[src/rtl/scandoubler_vid_sched_pkg.sv]
// -----------------------------------------------------------------------------
// scandoubler_pkg
// Shared definitions for the scandoubler SDRAM video scheduler:
//   BURST_LEN / HALF_WORDS - burst length and ping-pong half size (8 words)
//   DATA_W                 - pixel word width
//   coord_t                - 11-bit row/column coordinate
//   wr_state_e, rd_state_e - write and read FSM state encodings
//   burst_count()          - number of 8-word bursts covering a line width
// -----------------------------------------------------------------------------
package scandoubler_pkg;

  localparam int BURST_LEN  = 8;
  localparam int HALF_WORDS = 8;
  localparam int DATA_W     = 16;

  typedef logic [10:0] coord_t;

  typedef enum logic {
    WR_IDLE  = 1'b0,
    WR_BURST = 1'b1
  } wr_state_e;

  typedef enum logic [1:0] {
    RD_IDLE  = 2'd0,
    RD_BURST = 2'd1,
    RD_NEXT  = 2'd2
  } rd_state_e;

  // ceil(width / 8); a full 2047-pixel line needs 256 bursts, hence 9 bits.
  function automatic logic [8:0] burst_count(input coord_t width);
    return 9'(({1'b0, width} + 12'd7) >> 3);
  endfunction

endpackage

[src/rtl/scandoubler_vid_sched_if.sv]
// -----------------------------------------------------------------------------
// scandoubler_vid_sched_if
// SDRAM-side write and read burst ports of the scandoubler scheduler.
//   Write port : vidin_req/frame/row/col/d (scheduler -> SDRAM), vidin_ack back
//   Read port  : vidout_req/frame/row/col (scheduler -> SDRAM),
//                vidout_q/vidout_ack back
// modport master : the scheduler
// modport slave  : the SDRAM controller
// -----------------------------------------------------------------------------
interface scandoubler_vid_sched_if;

  logic                   vidin_req;
  logic [1:0]             vidin_frame;
  scandoubler_pkg::coord_t vidin_row;
  scandoubler_pkg::coord_t vidin_col;
  logic [15:0]            vidin_d;
  logic                   vidin_ack;

  logic                   vidout_req;
  logic [1:0]             vidout_frame;
  scandoubler_pkg::coord_t vidout_row;
  scandoubler_pkg::coord_t vidout_col;
  logic [15:0]            vidout_q;
  logic                   vidout_ack;

  modport master (
    output vidin_req, vidin_frame, vidin_row, vidin_col, vidin_d,
    input  vidin_ack,
    output vidout_req, vidout_frame, vidout_row, vidout_col,
    input  vidout_q, vidout_ack
  );

  modport slave (
    input  vidin_req, vidin_frame, vidin_row, vidin_col, vidin_d,
    output vidin_ack,
    input  vidout_req, vidout_frame, vidout_row, vidout_col,
    output vidout_q, vidout_ack
  );

endinterface

[src/rtl/scandoubler_pingpong_buf.sv]
// -----------------------------------------------------------------------------
// scandoubler_pingpong_buf
// Two 8-word halves of 16-bit pixel storage. The fill side writes words in
// order; a half becomes ready when full or when flushed part-way. The transfer
// side walks the halves in the same order, marking a half busy while its burst
// is on the bus. Words past a flushed half's fill length read back as 0.
// Ports:
//   clk_96, init_n        clock, async active-low reset
//   wr_en, wr_d           pixel write request and data
//   flush                 close a partially filled half
//   tx_start, tx_done     transfer of half tx_half begins / ends
//   rd_idx, rd_d          word index within tx_half and its data
//   wr_ok, wr_drop        write accepted / dropped (fill half occupied)
//   fill_half, fill_idx   current fill position
//   tx_half, tx_ready     next half to transfer and whether it is ready
// -----------------------------------------------------------------------------
module scandoubler_pingpong_buf
  import scandoubler_pkg::*;
(
  input  logic              clk_96,
  input  logic              init_n,
  input  logic              wr_en,
  input  logic [DATA_W-1:0] wr_d,
  input  logic              flush,
  input  logic              tx_start,
  input  logic              tx_done,
  input  logic [2:0]        rd_idx,
  output logic              wr_ok,
  output logic              wr_drop,
  output logic              fill_half,
  output logic [2:0]        fill_idx,
  output logic              tx_half,
  output logic              tx_ready,
  output logic [DATA_W-1:0] rd_d
);

  logic [DATA_W-1:0] store [2*HALF_WORDS];
  logic [1:0]        ready;
  logic [1:0]        busy;
  logic [3:0]        len [2];
  logic              fill_occupied;

  // Halves fill alternately, so an occupied fill half means both are taken.
  assign fill_occupied = ready[fill_half] | busy[fill_half];
  assign wr_ok         = wr_en & ~fill_occupied;
  assign wr_drop       = wr_en &  fill_occupied;
  assign tx_ready      = ready[tx_half];
  assign rd_d          = ({1'b0, rd_idx} < len[tx_half]) ? store[{tx_half, rd_idx}] : '0;

  always_ff @(posedge clk_96 or negedge init_n) begin
    if (!init_n) begin
      for (int i = 0; i < 2*HALF_WORDS; i++) store[4'(i)] <= '0;
      ready     <= '0;
      busy      <= '0;
      len[0]    <= '0;
      len[1]    <= '0;
      fill_half <= 1'b0;
      fill_idx  <= '0;
      tx_half   <= 1'b0;
    end else begin
      if (wr_ok) begin
        store[{fill_half, fill_idx}] <= wr_d;
        if (fill_idx == 3'(HALF_WORDS-1)) begin
          ready[fill_half] <= 1'b1;
          len[fill_half]   <= 4'(HALF_WORDS);
          fill_half        <= ~fill_half;
          fill_idx         <= '0;
        end else begin
          fill_idx <= fill_idx + 3'd1;
        end
      end else if (flush && fill_idx != 3'd0) begin
        ready[fill_half] <= 1'b1;
        len[fill_half]   <= {1'b0, fill_idx};
        fill_half        <= ~fill_half;
        fill_idx         <= '0;
      end
      // Transfer updates always target the other (occupied) half from fill.
      if (tx_start) begin
        ready[tx_half] <= 1'b0;
        busy[tx_half]  <= 1'b1;
      end
      if (tx_done) begin
        busy[tx_half] <= 1'b0;
        tx_half       <= ~tx_half;
      end
    end
  end

endmodule

[src/rtl/scandoubler_vid_sched.sv]
// -----------------------------------------------------------------------------
// scandoubler_vid_sched
// SDRAM scheduler for a scandoubler. Input pixels are gathered into a
// ping-pong buffer and written to SDRAM in 8-word bursts; on each output line
// start the line is read back in 8-word bursts into a line buffer.
// Ports:
//   clk_96, init_n                 96 MHz SDRAM clock, async active-low reset
//   pix_we, pix_d, in_hs, in_vs    input pixel strobe/data, line/frame start
//   sdram (master modport)         write and read burst ports
//   out_hs, out_row, out_width     output line start, line to fetch, width
//   lb_we, lb_addr, lb_d           line buffer write port
//   ovf                            sticky overflow (input word dropped)
//   ovf_cnt                        saturating dropped-word count, present only
//                                  when SD_SCHED_OVF_CNT_EN is defined
// -----------------------------------------------------------------------------
module scandoubler_vid_sched
  import scandoubler_pkg::*;
(
  input  logic                     clk_96,
  input  logic                     init_n,
  input  logic                     pix_we,
  input  logic [15:0]              pix_d,
  input  logic                     in_hs,
  input  logic                     in_vs,
  scandoubler_vid_sched_if.master  sdram,
  input  logic                     out_hs,
  input  coord_t                   out_row,
  input  coord_t                   out_width,
  output logic                     lb_we,
  output coord_t                   lb_addr,
  output logic [15:0]              lb_d,
  output logic                     ovf
`ifdef SD_SCHED_OVF_CNT_EN
  ,
  output logic [7:0]               ovf_cnt
`endif
);

  // Input side
  coord_t      x;
  coord_t      in_row;
  logic [1:0]  done_frame;
  coord_t      hcol [2];
  coord_t      hrow [2];

  // Ping-pong buffer handshake
  logic        buf_wr_en;
  logic        buf_wr_ok;
  logic        buf_drop;
  logic        fill_half;
  logic [2:0]  fill_idx;
  logic        tx_half;
  logic        tx_ready;
  logic        tx_start;
  logic        tx_done;
  logic [2:0]  rd_idx;
  logic [15:0] buf_rd_d;

  // Write FSM
  wr_state_e   wr_state;
  logic [2:0]  wr_cnt;

  // Read FSM
  rd_state_e   rd_state;
  logic [2:0]  rd_cnt;
  logic [8:0]  bursts_left;
  logic        pend;
  coord_t      pend_row;
  coord_t      pend_width;
  logic [1:0]  pend_frame;
  logic        rd_start;
  coord_t      src_row;
  coord_t      src_width;
  logic [1:0]  src_frame;

  // Line and frame starts take priority over a coincident pixel.
  assign buf_wr_en = pix_we & ~in_hs & ~in_vs;
  assign tx_start  = (wr_state == WR_IDLE) & tx_ready;
  assign tx_done   = (wr_state == WR_BURST) & sdram.vidin_ack & (wr_cnt == 3'(BURST_LEN-1));
  // Prefetch the word the bus will want after the next ack.
  assign rd_idx    = (wr_state == WR_IDLE) ? 3'd0 : wr_cnt + 3'd1;

  scandoubler_pingpong_buf u_buf (
    .clk_96    (clk_96),
    .init_n    (init_n),
    .wr_en     (buf_wr_en),
    .wr_d      (pix_d),
    .flush     (in_hs & ~in_vs),
    .tx_start  (tx_start),
    .tx_done   (tx_done),
    .rd_idx    (rd_idx),
    .wr_ok     (buf_wr_ok),
    .wr_drop   (buf_drop),
    .fill_half (fill_half),
    .fill_idx  (fill_idx),
    .tx_half   (tx_half),
    .tx_ready  (tx_ready),
    .rd_d      (buf_rd_d)
  );

  // Input position tracking and per-half burst address capture
  always_ff @(posedge clk_96 or negedge init_n) begin
    if (!init_n) begin
      x                 <= '0;
      in_row            <= '0;
      sdram.vidin_frame <= '0;
      done_frame        <= '0;
      hcol[0]           <= '0;
      hcol[1]           <= '0;
      hrow[0]           <= '0;
      hrow[1]           <= '0;
      ovf               <= 1'b0;
    end else begin
      if (in_vs) begin
        in_row            <= '0;
        x                 <= '0;
        done_frame        <= sdram.vidin_frame;
        sdram.vidin_frame <= sdram.vidin_frame + 2'd1;
      end else if (in_hs) begin
        in_row <= in_row + 11'd1;
        x      <= '0;
      end else if (pix_we) begin
        // A dropped pixel still occupies its screen position.
        x <= x + 11'd1;
        if (buf_wr_ok && fill_idx == 3'd0) begin
          hcol[fill_half] <= x;
          hrow[fill_half] <= in_row;
        end
      end
      if (buf_drop) ovf <= 1'b1;
    end
  end

`ifdef SD_SCHED_OVF_CNT_EN
  always_ff @(posedge clk_96 or negedge init_n) begin
    if (!init_n) begin
      ovf_cnt <= '0;
    end else if (buf_drop && ovf_cnt != 8'hFF) begin
      ovf_cnt <= ovf_cnt + 8'd1;
    end
  end
`endif

  // Write FSM: one burst per ready half
  always_ff @(posedge clk_96 or negedge init_n) begin
    if (!init_n) begin
      wr_state        <= WR_IDLE;
      wr_cnt          <= '0;
      sdram.vidin_req <= 1'b0;
      sdram.vidin_row <= '0;
      sdram.vidin_col <= '0;
      sdram.vidin_d   <= '0;
    end else begin
      case (wr_state)
        WR_IDLE: begin
          if (tx_ready) begin
            wr_state        <= WR_BURST;
            wr_cnt          <= '0;
            sdram.vidin_req <= 1'b1;
            sdram.vidin_row <= hrow[tx_half];
            sdram.vidin_col <= hcol[tx_half];
            sdram.vidin_d   <= buf_rd_d;
          end
        end
        WR_BURST: begin
          if (sdram.vidin_ack) begin
            if (wr_cnt == 3'(BURST_LEN-1)) begin
              wr_state        <= WR_IDLE;
              sdram.vidin_req <= 1'b0;
            end else begin
              wr_cnt        <= wr_cnt + 3'd1;
              sdram.vidin_d <= buf_rd_d;
            end
          end
        end
        default: wr_state <= WR_IDLE;
      endcase
    end
  end

  // A new line comes either from out_hs now or from one that arrived mid-burst.
  always_comb begin
    if (out_hs) begin
      src_row   = out_row;
      src_width = out_width;
      src_frame = done_frame;
    end else begin
      src_row   = pend_row;
      src_width = pend_width;
      src_frame = pend_frame;
    end
  end

  assign rd_start = ((rd_state == RD_IDLE) && out_hs) ||
                    ((rd_state == RD_NEXT) && (out_hs || pend));

  // Read FSM: fetch a line as consecutive bursts into the line buffer
  always_ff @(posedge clk_96 or negedge init_n) begin
    if (!init_n) begin
      rd_state           <= RD_IDLE;
      rd_cnt             <= '0;
      bursts_left        <= '0;
      pend               <= 1'b0;
      pend_row           <= '0;
      pend_width         <= '0;
      pend_frame         <= '0;
      sdram.vidout_req   <= 1'b0;
      sdram.vidout_frame <= '0;
      sdram.vidout_row   <= '0;
      sdram.vidout_col   <= '0;
      lb_we              <= 1'b0;
      lb_addr            <= '0;
      lb_d               <= '0;
    end else begin
      lb_we <= 1'b0;
      if (rd_start) begin
        pend <= 1'b0;
        if (src_width != 11'd0) begin
          rd_state           <= RD_BURST;
          rd_cnt             <= '0;
          bursts_left        <= burst_count(src_width);
          sdram.vidout_req   <= 1'b1;
          sdram.vidout_row   <= src_row;
          sdram.vidout_frame <= src_frame;
          sdram.vidout_col   <= '0;
        end else begin
          rd_state <= RD_IDLE;
        end
      end else if (rd_state == RD_BURST) begin
        // The burst on the bus always completes; a new line waits for it.
        if (out_hs) begin
          pend       <= 1'b1;
          pend_row   <= out_row;
          pend_width <= out_width;
          pend_frame <= done_frame;
        end
        if (sdram.vidout_ack) begin
          lb_we   <= 1'b1;
          lb_d    <= sdram.vidout_q;
          lb_addr <= sdram.vidout_col + {8'd0, rd_cnt};
          rd_cnt  <= rd_cnt + 3'd1;
          if (rd_cnt == 3'(BURST_LEN-1)) begin
            sdram.vidout_req <= 1'b0;
            rd_state         <= RD_NEXT;
          end
        end
      end else if (rd_state == RD_NEXT) begin
        if (bursts_left > 9'd1) begin
          bursts_left      <= bursts_left - 9'd1;
          sdram.vidout_col <= sdram.vidout_col + 11'(BURST_LEN);
          sdram.vidout_req <= 1'b1;
          rd_state         <= RD_BURST;
        end else begin
          rd_state <= RD_IDLE;
        end
      end
    end
  end

endmodule

[src/flat_wrapper.sv]
// flat-port wrapper written by rule: the top's interface ports become plain ports
module scandoubler_vid_sched_flat import scandoubler_pkg::*;
  (clk_96, init_n, pix_we, pix_d, in_hs, in_vs, out_hs, out_row, out_width, lb_we, lb_addr, lb_d, ovf, sdram_vidin_req, sdram_vidin_frame, sdram_vidin_row, sdram_vidin_col, sdram_vidin_d, sdram_vidin_ack, sdram_vidout_req, sdram_vidout_frame, sdram_vidout_row, sdram_vidout_col, sdram_vidout_q, sdram_vidout_ack);
  scandoubler_vid_sched_if sdram_i ();
  input  logic clk_96;
  input  logic init_n;
  input  logic pix_we;
  input  logic [15:0] pix_d;
  input  logic in_hs;
  input  logic in_vs;
  input  logic out_hs;
  input  coord_t out_row;
  input  coord_t out_width;
  output logic lb_we;
  output coord_t lb_addr;
  output logic [15:0] lb_d;
  output logic ovf;
  output wire logic [$bits(sdram_i.vidin_req)-1:0] sdram_vidin_req;
  output wire logic [$bits(sdram_i.vidin_frame)-1:0] sdram_vidin_frame;
  output wire logic [$bits(sdram_i.vidin_row)-1:0] sdram_vidin_row;
  output wire logic [$bits(sdram_i.vidin_col)-1:0] sdram_vidin_col;
  output wire logic [$bits(sdram_i.vidin_d)-1:0] sdram_vidin_d;
  input wire logic [$bits(sdram_i.vidin_ack)-1:0] sdram_vidin_ack;
  output wire logic [$bits(sdram_i.vidout_req)-1:0] sdram_vidout_req;
  output wire logic [$bits(sdram_i.vidout_frame)-1:0] sdram_vidout_frame;
  output wire logic [$bits(sdram_i.vidout_row)-1:0] sdram_vidout_row;
  output wire logic [$bits(sdram_i.vidout_col)-1:0] sdram_vidout_col;
  input wire logic [$bits(sdram_i.vidout_q)-1:0] sdram_vidout_q;
  input wire logic [$bits(sdram_i.vidout_ack)-1:0] sdram_vidout_ack;
  assign sdram_vidin_req = sdram_i.vidin_req;
  assign sdram_vidin_frame = sdram_i.vidin_frame;
  assign sdram_vidin_row = sdram_i.vidin_row;
  assign sdram_vidin_col = sdram_i.vidin_col;
  assign sdram_vidin_d = sdram_i.vidin_d;
  assign sdram_i.vidin_ack = sdram_vidin_ack;
  assign sdram_vidout_req = sdram_i.vidout_req;
  assign sdram_vidout_frame = sdram_i.vidout_frame;
  assign sdram_vidout_row = sdram_i.vidout_row;
  assign sdram_vidout_col = sdram_i.vidout_col;
  assign sdram_i.vidout_q = sdram_vidout_q;
  assign sdram_i.vidout_ack = sdram_vidout_ack;
  scandoubler_vid_sched u_core (.clk_96(clk_96), .init_n(init_n), .pix_we(pix_we), .pix_d(pix_d), .in_hs(in_hs), .in_vs(in_vs), .sdram(sdram_i), .out_hs(out_hs), .out_row(out_row), .out_width(out_width), .lb_we(lb_we), .lb_addr(lb_addr), .lb_d(lb_d), .ovf(ovf));
endmodule
[config.mk]
export PLATFORM = sky130hd
export DESIGN_NAME = scandoubler_vid_sched_flat
export DESIGN_NICKNAME = d
export VERILOG_FILES = /design/src/rtl/scandoubler_vid_sched_pkg.sv /design/src/rtl/scandoubler_vid_sched_if.sv /design/src/rtl/scandoubler_pingpong_buf.sv /design/src/rtl/scandoubler_vid_sched.sv /design/src/flat_wrapper.sv
export SDC_FILE = /design/constraint.sdc
export NUM_CORES = 1
export LEC_CHECK = 0
export BUFFER_PORTS_ARGS = -buffer_cell sky130_fd_sc_hd__buf_4
export CAP_MARGIN = 10
export CORE_AREA = 8 8 225 227
export CTS_CLUSTER_SIZE = 28
export DETAILED_ROUTE_END_ITERATION = 6
export DIE_AREA = 0 0 233 235
export GPL_ROUTABILITY_DRIVEN = 1
export RECOVER_POWER = 25
export SYNTH_ARGS = -nofsm -noshare
export SYNTH_HDL_FRONTEND = slang
export SYNTH_SLANG_ARGS = --single-unit
export TNS_END_PERCENT = 10
[constraint.sdc]
create_clock -name clk_96 -period 3.25 [get_ports clk_96]
set_input_delay 0.325 -clock clk_96 [delete_from_list [all_inputs] [get_ports clk_96]]
set_output_delay 0.325 -clock clk_96 [all_outputs]
set_load 0.02 [all_outputs]
* After elaboration in Yosys (flattened, before gate mapping) *
Index checks and enable logic that the tools add are counted.

word-level totals
  output and inout port bits = 95
  logic and storage cells = 261
  bits of input ports = 62
  register bits = 479

cells by class
  order comparisons = 12
  equal/unequal tests = 14
  bitwise logic cells = 28
  reduce and logical (&&, ||, !) cells = 38
  mux-type cells = 107
  $add $sub $neg = 10

operators with widths
  kind                                                      count
  bitwise mux 256 bit                                       1
  2-to-1 mux 11 bit                                         19
  2-to-1 mux 16 bit                                         7
  binary-select mux 16 bit (select 4 bit)                   1
  demux 16 bit (select 4 bit)                               1
  2-to-1 mux 9 bit                                          5
  bitwise mux 22 bit                                        2
  2-to-1 mux 3 bit                                          11
  2-to-1 mux 1 bit                                          32
  case mux 16 bit (2 select lines)                          1
  2-to-1 mux 2 bit                                          12
  2-to-1 mux 8 bit                                          3
  adder 11 x 1 -> 11 bit, second input constant             2
  2-to-1 mux 4 bit                                          4
  AND reduction 3 bit                                       5
  nonzero test 2 bit                                        7
  adder 11 x 3 -> 12 bit, second input constant             1
  AND reduction 2 bit                                       6
  nonzero test 3 bit                                        4
  adder 11 x 3 -> 11 bit                                    1
  adder 11 x 4 -> 11 bit, second input constant             1
  demux 11 bit (select 1 bit)                               1
  nonzero test 11 bit                                       1
  greater-or-equal comparator 5 bit, second input constant  2
  other kinds (37)                                          79

* Depth between registers and ports, before layout *
  depth in word-level cells = 10
  gate-level depth with buffers = 10
  depth with buffers taken out = 9

* Modules after synthesis *
Synthesis repeated with hierarchy kept, for this count alone.

second synthesis, totals
  cell total of the unflattened synthesis = 1447
  area, all modules = 20676.1 µm²

modules (own cells, without submodules)
  module                    cells each  area an instance (µm²)  times used  sequential area each (µm²)
  scandoubler_pingpong_buf  664         11777.5                 1           7472.2
  scandoubler_vid_sched     783         8898.5                  1           5079.9

* Least setup slack after synthesis *
Ideal clock, no wire load.

  path kind = reg-to-reg
  start = register u_core.u_buf.ready[1]
  end = register u_core.u_buf.store[112] in the netlist's numbering (enable)
  arrival time = 2.099 ns
  data required time = 2.861 ns
  clock period less this slack = 2.487 ns
  library setup time = 0.389 ns
  buffers on the path = 2
  stages on the path, launching flop included = 7
  slack = 0.763 ns
  path through = dfrtp_1 -> nor3b_4 -> o211a_1 -> buf_2 -> nand3_1 -> buf_2 -> nor2_1

between the ends
  word-level cells in the longest chain between the ends = 6

RTL lines
  element                                               line                            text
  start, declared                                       scandoubler_pingpong_buf.sv:38  logic [1:0] ready;
  start signal, assigned                                scandoubler_pingpong_buf.sv:53  ready <= '0;
  start signal, assigned by index                       scandoubler_pingpong_buf.sv:64  ready[fill_half] <= 1'b1;
  start signal, assigned by index                       scandoubler_pingpong_buf.sv:72  ready[fill_half] <= 1'b1;
  2-to-1 mux 1 bit (not written as such) (2 in series)  scandoubler_pingpong_buf.sv:44  assign fill_occupied = ready[fill_half] | busy[fill_half];
  OR 1 bit                                              scandoubler_pingpong_buf.sv:44
  inverter 1 bit                                        scandoubler_pingpong_buf.sv:45  assign wr_ok = wr_en & ~fill_occupied;
  bitwise AND 1 bit                                     scandoubler_pingpong_buf.sv:45
  AND reduction 2 bit (no source line)                  n/a
  end signal, assigned by index                         scandoubler_pingpong_buf.sv:62  store[{fill_half, fill_idx}] <= wr_d;
  end, declared                                         scandoubler_pingpong_buf.sv:37  logic [DATA_W-1:0] store [2*HALF_WORDS];

Every way passes these cells. The select of a mux whose other input is x is not followed.
A chain may end at the register's enable or synchronous reset.

* Final worst setup path *
  start = register u_core.rd_state[0]
  end = register u_core.bursts_left[6]

between the ends
  word-level cells in the longest chain between the ends = 5
  elaborated cells between the ends (all ways) = 12
  those cells by class = 4 x eq/ne; 1 x mux; 7 x reduce/logical

RTL lines
  element                                                         line                                                                                      text
  start, declared                                                 scandoubler_vid_sched.sv:64                                                               rd_state_e rd_state;
  start signal, assigned                                          scandoubler_vid_sched.sv:200                                                              rd_state <= RD_IDLE;
  start signal, assigned                                          scandoubler_vid_sched.sv:219                                                              rd_state <= RD_BURST;
  start signal, assigned                                          scandoubler_vid_sched.sv:227                                                              rd_state <= RD_IDLE;
  == test 2 bit or logical NOT 2 bit (tied branches)              scandoubler_vid_sched.sv:195, scandoubler_vid_sched.sv:247, scandoubler_vid_sched.sv:194
  logical AND 1 bit (on tied branches)                            scandoubler_vid_sched.sv:195, scandoubler_vid_sched.sv:194
  logical OR 1 bit                                                scandoubler_vid_sched.sv:194                                                              assign rd_start = ((rd_state == RD_IDLE) && out_hs) ||
  inequality test 2 bit (no source line) (tied with other cells)  n/a
  AND reduction 4 bit (no source line)                            n/a
  end signal, assigned                                            scandoubler_vid_sched.sv:221                                                              bursts_left <= burst_count(src_width);
  end signal, assigned                                            scandoubler_vid_sched.sv:249                                                              bursts_left <= bursts_left - 9'd1;
  end, declared                                                   scandoubler_vid_sched.sv:66                                                               logic [8:0] bursts_left;

Parallel ways exist; a longest one is shown, timed or not.

==> out/results.ini <==
[floorplanning]
coreArea_um2 = 47100
num_rows = 80
die_y_um = 235
die_w_um = 233
initial_core_util = 0.444
die-area_um2 = 54800
pin_count = 157

[clock_tree]
clock_path_buffers = 3
root_buffer = clkbuf_16
ctsResizeCount = 0
post-cts-setup-buffer-count = 0
cts_max_level = 2
cts_tree = done
clkTransAtPathRegs_ns = 0.06
clk-insertion-delay-late_ns = 0.58
cts_made_buffers = 50
cts.sinks = 476

[global_route]
grt.overflow.total = 0
grt_pass1_wl_um = 83000
grt_usage = 0.192
grt_pass1_vias = 14108
grt_max_degree = 152
antenna_found_initial = 1

[critical_path]
crit_fanout = 17
worst_ep_arrival_time_ns = 3.06
startpoint = u_core.rd_state[0]
worstSetupPathType = flip-flop to flip-flop
cp-end-kind = flip-flop
rr_worst_depth = 7
required_ns = 3.70
cp-start-kind = flip-flop
regToRegStartpoint = u_core.rd_state[0]

[sta]
finalHoldViolCount = 0
tightest_slew_ns = 0.907
max_freq_mhz = 384
period_share = 0.802
rsz0062_at_grt = no
fin_worst_skew_ns = 0.0166
period_needed_ns = 2.61
setup_tns_ns = 0
finalSetupViolations = 0
maxSlewHeadroom = 0.395
finalMaxSlewViolations = 0

[synthesis]
ys.flop_type = dfrtp_1
ys_warn_count = 0
syn_avg_cell_area_um2 = 13.0
synth-seq-area-share = 0.600
async_reset_ff_frac = 0.731
netlist_instances = 1612
synth_area_um2 = 20900
ys_types = 68
synth-seq-cells = 476
synth_edf_count = 128

[place]
io_buffer_count = 153
place_area_um2 = 22700
hpwl_um = 32300
gp_congestion = 0.791

[routing]
vias_per_cell = 5.64
drtIter0Drc = 952
drt-total-wl_um = 53400
drc = 0
vias = 13818
ant_nets = 0
wire_per_inst_um = 21.8
firstDrtPassIters = 6

[min_path]
holdCritStartpoint = sdram_vidin_ack
hp-class = input pin to flip-flop
whs_path_depth = 4

[pwr]
p_leak_nw = 11.3
vdd_ir_drop_max_v = 0.000682
power_mw = 21.0
power_density_nw_per_um2 = 851

[cells_and_area]
final_nets = 1878
design_area_um2 = 24700
final_cell_mix = 346 x dfrtp_1, 181 x mux2_2, 175 x buf_4
drive_above_1_share = 0.267
area_growth_pct = 17.9
layout_commonest_cell = dfrtp_1
diodes = 0

[run]
drv_cap = 0

[run_status]
status = finished, final reports clean

flip-flops by register name (all words and copies together), names as in the netlist, 9 cells and up:
register                 flops
u_core.u_buf.store         256
u_core.hcol                 22
u_core.hrow                 22
u_core.lb_d                 16
u_core.sdram.vidin_d        16
u_core.in_row               11
u_core.lb_addr              11
u_core.pend_row             11
u_core.pend_width           11
u_core.sdram.vidin_col      11
u_core.sdram.vidin_row      11
u_core.sdram.vidout_row     11
u_core.x                    11
u_core.bursts_left           9
cell families after synthesis:
group	share of synthesized area
other	0.000179
XOR/XNOR	0.0138
AO/OA/AOI/OAI	0.0991
AND/OR/NAND/NOR	0.0718
buffers and inverters	0.0320
adder cells (fa/ha/maj)	0.0114
multiplexers	0.172
flip-flops	0.600
synthesized netlist by cell type, drive strengths merged (4+ instances only):
cell type  instances  share of area
o211ai             4         0.0021
ha                19          0.011
a221oi            29          0.012
a221o             15         0.0072
mux2             201           0.11
nand4              7         0.0021
nor2              97          0.018
xor2              18         0.0075
nor3              27         0.0078
nand2b             4         0.0012
mux2i            116          0.056
o22ai             30         0.0090
nand3             21         0.0050
buf               51          0.016
and2               7         0.0021
inv               42         0.0075
a21o              20         0.0072
a21oi             65          0.016
nand2            127          0.024
and3               8         0.0024
a22o              21         0.0088
edfxtp           128           0.18
clkbuf            47         0.0084
xnor2             15         0.0063
o21ai             48          0.012
a31oi             21         0.0063
a222oi            22          0.011
dfrtp            348           0.42
nor4               9         0.0027
mux4               4         0.0043
area by class of cell:
class | count | area (um2)
Timing Repair Buffer | 229 | 1780
Clock buffer | 70 | 1430
Inverter | 44 | 165
Sequential cell | 476 | 12600
Tap cell | 615 | 769
Fill cell | 3976 | 22500
Clock inverter | 21 | 244
Multi-Input combinational cell | 996 | 7710
repair_timing:
item,CTS,global route
endpoints found under the setup margin,0,0
hold buffers,34,0
endpoints found under the hold margin,109,0
where the power goes:
group | leakage, nW | total (mW) | internal, mW | switching [mW]
combinational | 4.69 | 7.27 | 2.99 | 4.28
sequential | 5.78 | 7.89 | 7.10 | 0.794
clock | 0.818 | 5.83 | 3.46 | 2.37
final timing paths:
check	end	slack, ns
hold reg to reg	u_core.lb_addr[7]	0.47
min in group asynchronous	u_core.u_buf.store[145]	0.32
hold / removal	u_core.wr_state	0.06
max in group asynchronous	u_core.u_buf.store[150]	1.06
setup reg to reg	u_core.bursts_left[6]	0.64
setup / recovery	u_core.bursts_left[6]	0.64
per-stage QoR:
stage	worst slack (ns)	hold slack (ns)	util	instances
floorplan	0.763	0.0294	-	1614
global placement	0.678	0.136	0.482	2326
detailed placement	0.638	0.136	0.482	2326
CTS	0.622	0.0111	0.524	2451
global route	0.477	0.0646	0.523	2451
finish	0.644	0.0598	0.523	2451
worst max-delay path, cell delays in order, from the launching register on:
cell and delay, ns:
dfrtp_1 0.41, inv_1 0.09, ha_1 0.23, a21o_1 0.17, o21a_2 0.34, o21ai_1 0.37, or2_2 0.51, a221o_1 0.37
metal layers:
metal,track usage,part of all wire,wire length [um],vias up
li1,-,-,-,6309
met1,0.259,0.43,23200,7038
met2,0.309,0.48,25800,391
met3,0.0416,0.063,3350,78
met4,0.0523,0.021,1100,2
met5,0,0.00024,13,-
Power figures use the tool's default switching activity.
